===== config.mk =====
export PLATFORM = sky130hd
export DESIGN_NAME = rr_arbiter8
export DESIGN_NICKNAME = d
export VERILOG_FILES = /design/src/rtl/rr_arbiter8_pkg.sv /design/src/rtl/rr_arbiter8_pick8.sv /design/src/rtl/rr_arbiter8.sv
export SDC_FILE = /design/constraint.sdc
export NUM_CORES = 1
export LEC_CHECK = 0
export ABC_AREA = 1
export BUFFER_PORTS_ARGS = -buffer_cell sky130_fd_sc_hd__buf_2
export CAP_MARGIN = 20
export CORE_ASPECT_RATIO = 1.1
export CORE_UTILIZATION = 57
export DETAILED_ROUTE_END_ITERATION = 8
export PLACE_DENSITY_LB_ADDON = 0.2
export SYNTH_ARGS = -nofsm -noshare
export SYNTH_HDL_FRONTEND = slang
export SYNTH_SLANG_ARGS = --single-unit

===== constraint.sdc =====
create_clock -name clk -period 3.88 [get_ports clk]
set_clock_uncertainty 0.05 [all_clocks]
set_input_delay 0.582 -clock clk [delete_from_list [all_inputs] [get_ports clk]]
set_output_delay 0.582 -clock clk [all_outputs]
set_load 0.01 [all_outputs]

===== src/rtl/rr_arbiter8_pkg.sv =====
// Shared definitions for the 8-way round-robin arbiter: sizes, FSM states
// and the active-low one-hot select decode.
package rr_arbiter8_pkg;

  localparam int NREQ  = 8;
  localparam int IDX_W = 3;

  typedef enum logic {
    ST_IDLE  = 1'b0,
    ST_GRANT = 1'b1
  } arb_state_t;

  // Active-low one-hot select, same encoding as a 3-to-8 decoder output.
  function automatic logic [NREQ-1:0] onehot_n(input logic [IDX_W-1:0] idx);
    logic [NREQ-1:0] one;
    one = {{(NREQ-1){1'b0}}, 1'b1};
    return ~(one << idx);
  endfunction

endpackage


===== src/rtl/rr_arbiter8_pick8.sv =====
// Combinational round-robin pick: rotate req so that ptr lands on bit 0,
// take the lowest set bit, then add ptr back (mod 8) to get the real index.
module rr_pick8
  import rr_arbiter8_pkg::*;
(
  input  logic [NREQ-1:0]  req,
  input  logic [IDX_W-1:0] ptr,
  output logic [IDX_W-1:0] idx,
  output logic             any
);

  logic [NREQ-1:0]  rot;
  logic [IDX_W-1:0] pos;

  // rot[gi] is the requester gi places after ptr; the 3-bit sum wraps mod 8.
  generate
    for (genvar gi = 0; gi < NREQ; gi++) begin : g_rot
      assign rot[gi] = req[ptr + IDX_W'(gi)];
    end
  endgenerate

  // Fixed priority on the rotated vector: lowest set bit wins.
  always_comb begin
    pos = '0;
    for (int i = NREQ - 1; i >= 0; i--) begin
      if (rot[i]) pos = IDX_W'(i);
    end
  end

  assign any = |req;
  assign idx = ptr + pos;

endmodule


===== src/rtl/rr_arbiter8.sv =====
// Round-robin arbiter for 8 requesters with a hold timer. One owner at a time,
// always passing through IDLE between owners so grant_n is 8'hFF for at least
// one cycle (break-before-make). All outputs are registered.
module rr_arbiter8
  import rr_arbiter8_pkg::*;
#(
  parameter int MAX_HOLD = 15,
  parameter int CNT_W    = 4
) (
  input  logic             clk,
  input  logic             rst,
  input  logic [NREQ-1:0]  req,
  input  logic             done,
  output logic             grant_valid,
  output logic [IDX_W-1:0] grant_idx,
  output logic [NREQ-1:0]  grant_n,
  output logic             timeout
);

  localparam logic [CNT_W-1:0] HOLD_LAST = CNT_W'(MAX_HOLD - 1);
  localparam logic [CNT_W-1:0] CNT_MAX   = '1;

  arb_state_t       state_reg, state_next;
  logic [IDX_W-1:0] ptr_reg, ptr_next;
  logic [CNT_W-1:0] cnt_reg, cnt_next;
  logic             valid_reg, valid_next;
  logic [IDX_W-1:0] idx_reg, idx_next;
  logic [NREQ-1:0]  grant_n_reg, grant_n_next;
  logic             timeout_reg, timeout_next;

  logic [IDX_W-1:0] pick_idx;
  logic             pick_any;
  logic             owner_req;
  logic             release_now;

  rr_pick8 u_pick (
    .req (req),
    .ptr (ptr_reg),
    .idx (pick_idx),
    .any (pick_any)
  );

  assign owner_req   = req[idx_reg];
  assign release_now = done || !owner_req || (cnt_reg == HOLD_LAST);

  // State and output registers; reset takes effect immediately, even mid-grant.
  always_ff @(posedge clk or posedge rst) begin
    if (rst) begin
      state_reg   <= ST_IDLE;
      ptr_reg     <= '0;
      cnt_reg     <= '0;
      valid_reg   <= 1'b0;
      idx_reg     <= '0;
      grant_n_reg <= '1;
      timeout_reg <= 1'b0;
    end else begin
      state_reg   <= state_next;
      ptr_reg     <= ptr_next;
      cnt_reg     <= cnt_next;
      valid_reg   <= valid_next;
      idx_reg     <= idx_next;
      grant_n_reg <= grant_n_next;
      timeout_reg <= timeout_next;
    end
  end

  // Next-state and next-output logic; grant outputs are frozen while in GRANT.
  always_comb begin
    state_next   = state_reg;
    ptr_next     = ptr_reg;
    cnt_next     = cnt_reg;
    valid_next   = valid_reg;
    idx_next     = idx_reg;
    grant_n_next = grant_n_reg;
    timeout_next = 1'b0;
    case (state_reg)
      ST_IDLE: begin
        cnt_next = '0;
        if (pick_any) begin
          state_next   = ST_GRANT;
          valid_next   = 1'b1;
          idx_next     = pick_idx;
          grant_n_next = onehot_n(pick_idx);
        end
      end
      ST_GRANT: begin
        // Saturating counter: never wraps back to a fresh hold window.
        cnt_next = (cnt_reg == CNT_MAX) ? cnt_reg : cnt_reg + 1'b1;
        if (release_now) begin
          state_next   = ST_IDLE;
          valid_next   = 1'b0;
          idx_next     = '0;
          grant_n_next = '1;
          cnt_next     = '0;
          ptr_next     = idx_reg + 1'b1;
          // Only a forced revoke pulses timeout; done or a dropped request wins.
          timeout_next = !done && owner_req;
        end
      end
      default: begin
        state_next = ST_IDLE;
      end
    endcase
  end

  assign grant_valid = valid_reg;
  assign grant_idx   = idx_reg;
  assign grant_n     = grant_n_reg;
  assign timeout     = timeout_reg;

endmodule


# Yosys cells after proc, flatten, opt, wreduce, memory -nomap -nowiden
# Index checks and enable logic that the tools add are counted.
# totals
register_bits	21
output_inout_bits	13
elab_cells	85
in_bits	11
# op_classes
shift	1
eq_ne	5
muxes	43
n_reduce_logical	8
add_sub_neg	10
bitwise	2
n_lt_le_gt_ge	9
# op_table
op	count
less-than comparator 3 x 4 -> 1 bit, second input constant	9
two-way mux 3 bit	10
binary-select mux 1 bit (select 3 bit)	9
two-way mux 8 bit	2
case mux 8 bit (2 select lines)	1
two-way mux 1 bit	15
adder 3 bit, second input constant	4
equality test 4 bit, second input constant	2
two-way mux 4 bit	2
inverter 8 bit	1
case mux 4 bit (2 select lines)	1
OR reduction 8 bit	1
<< shifter 1 x 3 -> 8 bit, first input constant	1
adder 3 x 1 -> 3 bit, second input constant	2
adder 3 x 2 -> 3 bit, second input constant	2
case mux 3 bit (2 select lines)	1
adder 4 x 1 -> 4 bit, second input constant	1
case mux 1 bit (2 select lines)	2
AND reduction 2 bit	2
adder 3 bit	1
!= test 3 bit, second input constant	1
logical NOT 1 bit	2
logical OR 1 bit	2
!= test 2 x 1 -> 1 bit, second input constant	1
other kinds (3)	3

# Longest topological paths before layout
# depth
word_depth	16
depth_mapped	21
mapped_depth_nobuf	20

# By module
# Synthesis repeated with hierarchy kept, for this count alone.
# hier_totals
hier_cells	247
hier_area_um2	1659.1
# modules_own_cells
mod	seq_area_each_um2	area_per_inst_um2	cells_each	n_inst
rr_arbiter8	535.5	1088.5	140	1
rr_pick8	0.0	570.5	107	1

# Worst setup path after synthesis
# OpenSTA, ideal clock, no wires.
# synth_path
kind	flip-flop to flip-flop
startpoint	reg ptr_reg[1]
endpoint	reg grant_n_reg[4], in the netlist grant_n[4]
arrival_time_ns	2.783
setup_slack_ns	0.971
synth_period_minus_slack_ns	2.909
stages_incl_launch_ff	21
path_buffers	1
required_ns	3.754
setup_ns	0.076
path_cell_list	dfrtp_1 buf_2 inv_2 ha_1 inv_1 nand3_1 nand3_1 a21oi_1 o21bai_1 nand2_1 nand2_1 a21boi_0 ha_1 inv_1 fa_1 xor2_1 inv_1 nand3_1 nand3_2 nor2_1 nor2_1
# synth_between
elab_chain_len	16
word_cells_on_any_way	36
classes_between	8 x add/sub; 1 x shift; 26 x mux; 1 x bitwise
# synth_rtl
item	line	text
start, declared	rr_arbiter8.sv:24	logic [IDX_W-1:0] ptr_reg, ptr_next;
start signal, assigned	rr_arbiter8.sv:58	ptr_reg <= ptr_next;
adder 3 bit	rr_arbiter8_pick8.sv:18	assign rot[gi] = req[ptr + IDX_W'(gi)];
binary-select mux 1 bit (select 3 bit)	rr_arbiter8_pick8.sv:18	
two-way mux 1 bit (not written as such)	rr_arbiter8_pick8.sv:18	
two-way mux 3 bit (8 in a row)	rr_arbiter8_pick8.sv:26	if (rot[i]) pos = IDX_W'(i);
adder 3 bit *	rr_arbiter8_pick8.sv:31	assign idx = ptr + pos;
<< shifter 1 x 3 -> 8 bit *	rr_arbiter8_pkg.sv:17	return ~(one << idx);
inverter 8 bit *	rr_arbiter8_pkg.sv:17	
two-way mux 8 bit *	rr_arbiter8.sv:79	if (pick_any) begin
case mux 8 bit (2 select lines) *	rr_arbiter8.sv:76	case (state_reg)
end signal, assigned	rr_arbiter8.sv:62	grant_n_reg <= grant_n_next;
end, declared	rr_arbiter8.sv:28	logic [NREQ-1:0] grant_n_reg, grant_n_next;
# Every way passes the cells marked *; elsewhere a longest branch is shown, timed or not. The select of a mux whose other input is x is not followed.
# A chain may end at the register's enable or synchronous reset.

# Worst setup path after layout
# layout_path
startpoint	reg ptr_reg[0]
endpoint	reg grant_n_reg[5], in the netlist grant_n[5]
# The elaborated chain is that of the path after synthesis.

==> summary.txt <==
Outcome
  • Outcome: complete, no violations

STA
  • Rel. slew slack: 0.4728
  • RSZ-0062 raised after global routing: no
  • Final Max Tran Viols: 0
  • Fmax: ~0.30 GHz
  • Final setup vio count: 0
  • Min cycle time layout: 3385 ps
  • Final TNS setup: 0 ps
  • Period utilization: 0.8725
  • Tightest Pin Transition: ~790 ps
  • Final Hold Vio Count: 0

Finish
  • Area delta synth->final: 9.554%
  • Most frequent cells in the layout: 61 x nand2_1, 32 x nand3_1, 29 x nor2_1
  • Post-layout util: 0.6818
  • Max reg flops: 8
  • # diodes: 0
  • Share of layout cells above drive strength 1: 0.1920
  • Non-Filler Instances: roughly 280
  • Nets: 269
  • Most common cell after layout, fill and taps aside: nand2_1

Yosys
  • Avg Synthesized Cell Area: between 7 and 8 um^2
  • Synth warnings: 0
  • Syn nets: around 240
  • Seq cells post-synth: 21
  • Post-synth cell types: 31
  • Cell count after synthesis: approximately 230
  • Post-Syn Area: around 1600 um^2
  • Sequential share of the synthesized area: 0.3352

Floorplan
  • Total core area: roughly 2600 um^2
  • FP Rows: 19
  • Die Y: between 50 and 60 um
  • Initial Util: 0.6223
  • Chip width: approximately 52 um
  • I/O pin total: 24
  • Die area: ~3000 um^2

Placement
  • Placed Cells: about 280
  • Buffers on Ports: 23
  • Post-detail-place hpwl: between 2000 and 3000 um
  • Routability cong.: roughly 0.85

Pwr
  • Pwr/cell area: 1021 nW/um^2
  • IR drop worst, VDD: ~0.00091 V
  • Lkg Pwr: 0.9103 nW

Global route
  • GRT Util Overall: 0.2664
  • Total gr overflow: 0
  • Initial antenna violation count: 0
  • First-pass GRT wire length: about 6000 um
  • Largest net degree at the start of global routing: 22
  • Vias in the first global route: approximately 1400

Worst setup path
  • Crit path max fanout: 12
  • Critical path startpoint category: flop
  • Required time worst endpoint: ~4100 ps
  • Crit path DAT: 3590 ps
  • CP Capture Type: flop
  • Crit path kind: flop to flop

Drt
  • Via count: between 1000 and 1500
  • Final WL: around 3500 um
  • DRC: 0
  • Starting DRT DRC Count: 36
  • DR vias/cell: 5.274
  • Final ANT Viol Nets: 0
  • 1st-pass router iterations: 4
  • Wirelength per Cell: approximately 12 um

Clock network
  • Clock Path Buffers: 2
  • CTS tree: yes
  • Post-CTS Resized: 0
  • Total CTS buffers: 3
  • CTS root buf: clkbuf_4
  • CTS Hold Bufs: 0
  • Post-CTS setup buffer count: 0
  • Clock Sink Count: 21
  • Clock transition at path regs: between 100 and 150 ps
  • Clock Latency Late Sink: roughly 310 ps
  • H-tree levels: 1

Job
  • Max-cap violation count: 0

Min path
  • Hold Crit Class: primary input to asynchronous set/reset pin
## power by group
| part | leakage (nW) | internal [W] | switching (W) | total, W |
|---|---|---|---|---|
| Clock | 0.0150 | 0.0000402 | 0.0000662 | 0.000106 |
| Combinational | 0.646 | 0.000460 | 0.000826 | 0.00129 |
| Sequential | 0.250 | 0.000297 | 0.0000974 | 0.000394 |
| Total | 0.910 | 0.000797 | 0.000990 | 0.00179 |
## per-layer routing
layer,global-route usage,share of wire
met5,0,0
met1,0.3293,0.45
met3,0.03200,0.024
met2,0.4647,0.51
met4,0.1015,0.013
## metrics by stage
stage               setup WS, ps  area, um^2  power, W  hold slack [ps]
CTS                        524.3        1750  0.001780            370.6
detailed placement         545.1        1724  0.001663            407.5
floorplan                  970.8        1598  0.001422            456.1
global route               117.7        1750  0.001987            419.3
global placement           598.6        1724  0.001646            404.6
finish                     494.5        1750  0.001787            351.1
## Yosys cell counts
cell type,number,area [um^2]
nand2_1,61,229.0
nand3_1,32,160.2
nor2_1,29,108.9
inv_1,25,93.84
dfrtp_1,13,325.3
dfstp_2,8,210.2
a21oi_1,6,30.03
ha_1,6,75.07
xnor2_1,5,43.79
nand2_2,4,25.02
o21ai_0,4,20.02
o21ai_1,4,20.02
xor2_1,4,35.03
buf_6,2,22.52
nand3_2,2,20.02
nor2_2,2,12.51
nor3_1,2,10.01
o21bai_1,2,15.01
o22ai_1,2,12.51
xor2_2,2,32.53
a2111oi_0,1,8.760
a21boi_0,1,7.510
buf_2,1,5.000
clkinv_1,1,3.750
fa_1,1,20.02
inv_2,1,3.750
inv_4,1,6.260
nand2_4,1,11.26
nand4_1,1,6.260
o211ai_1,1,7.510
o21ai_4,1,16.27
## final timing paths
check	startpoint	end	slack, ps	cells past startpoint
setup reg to reg	ptr_reg[0]$_DFFE_PP0P_	grant_n[5]$_DFFE_PP1P_	490	19
hold / removal	rst	grant_valid$_DFFE_PP0P_	350	2
min in group clk	grant_valid$_DFFE_PP0P_	grant_valid$_DFFE_PP0P_	440	2
setup / recovery	ptr_reg[0]$_DFFE_PP0P_	grant_n[5]$_DFFE_PP1P_	490	19
max in group asynchronous	rst	grant_idx[1]$_DFFE_PP0P_	2940	2
hold reg to reg	grant_valid$_DFFE_PP0P_	grant_valid$_DFFE_PP0P_	440	2
## critical path, cell delays in order (launching register included)
cell and delay [ps]:
dfrtp_1 600, inv_4 100, ha_1 370, inv_1 110, nand3_1 110, nand3_1 120
a21oi_1 160, o21bai_1 70, nand2_1 60, nand2_1 40, a21boi_0 190, ha_1 180
inv_1 50, fa_1 370, xor2_1 210, inv_1 70, nand3_1 130, nand3_2 150
nor2_1 150, nor2_1 50
## layout make-up
type / count / area [um^2]
Timing Repair Buffer: 23 / 115.1
Sequential cell: 21 / 535.5
Multi-Input combinational cell: 174 / 927.1
Tap cell: 31 / 38.79
Clock buffer: 4 / 26.28
Inverter: 28 / 107.6
Fill cell: 217 / 817.0
## logic make-up (layout without fill, tap and decap cells)
logic type | count (synthesis) | count (layout) | synth area share
buffers and inverters | 31 | 55 | 0.08457
AO/OA/AOI/OAI | 22 | 22 | 0.08614
adder cells (fa/ha/maj) | 7 | 7 | 0.05951
flip-flops | 21 | 21 | 0.3352
AND/OR/NAND/NOR | 134 | 134 | 0.3649
XOR/XNOR | 11 | 11 | 0.06969
Power figures use the tool's default switching activity.
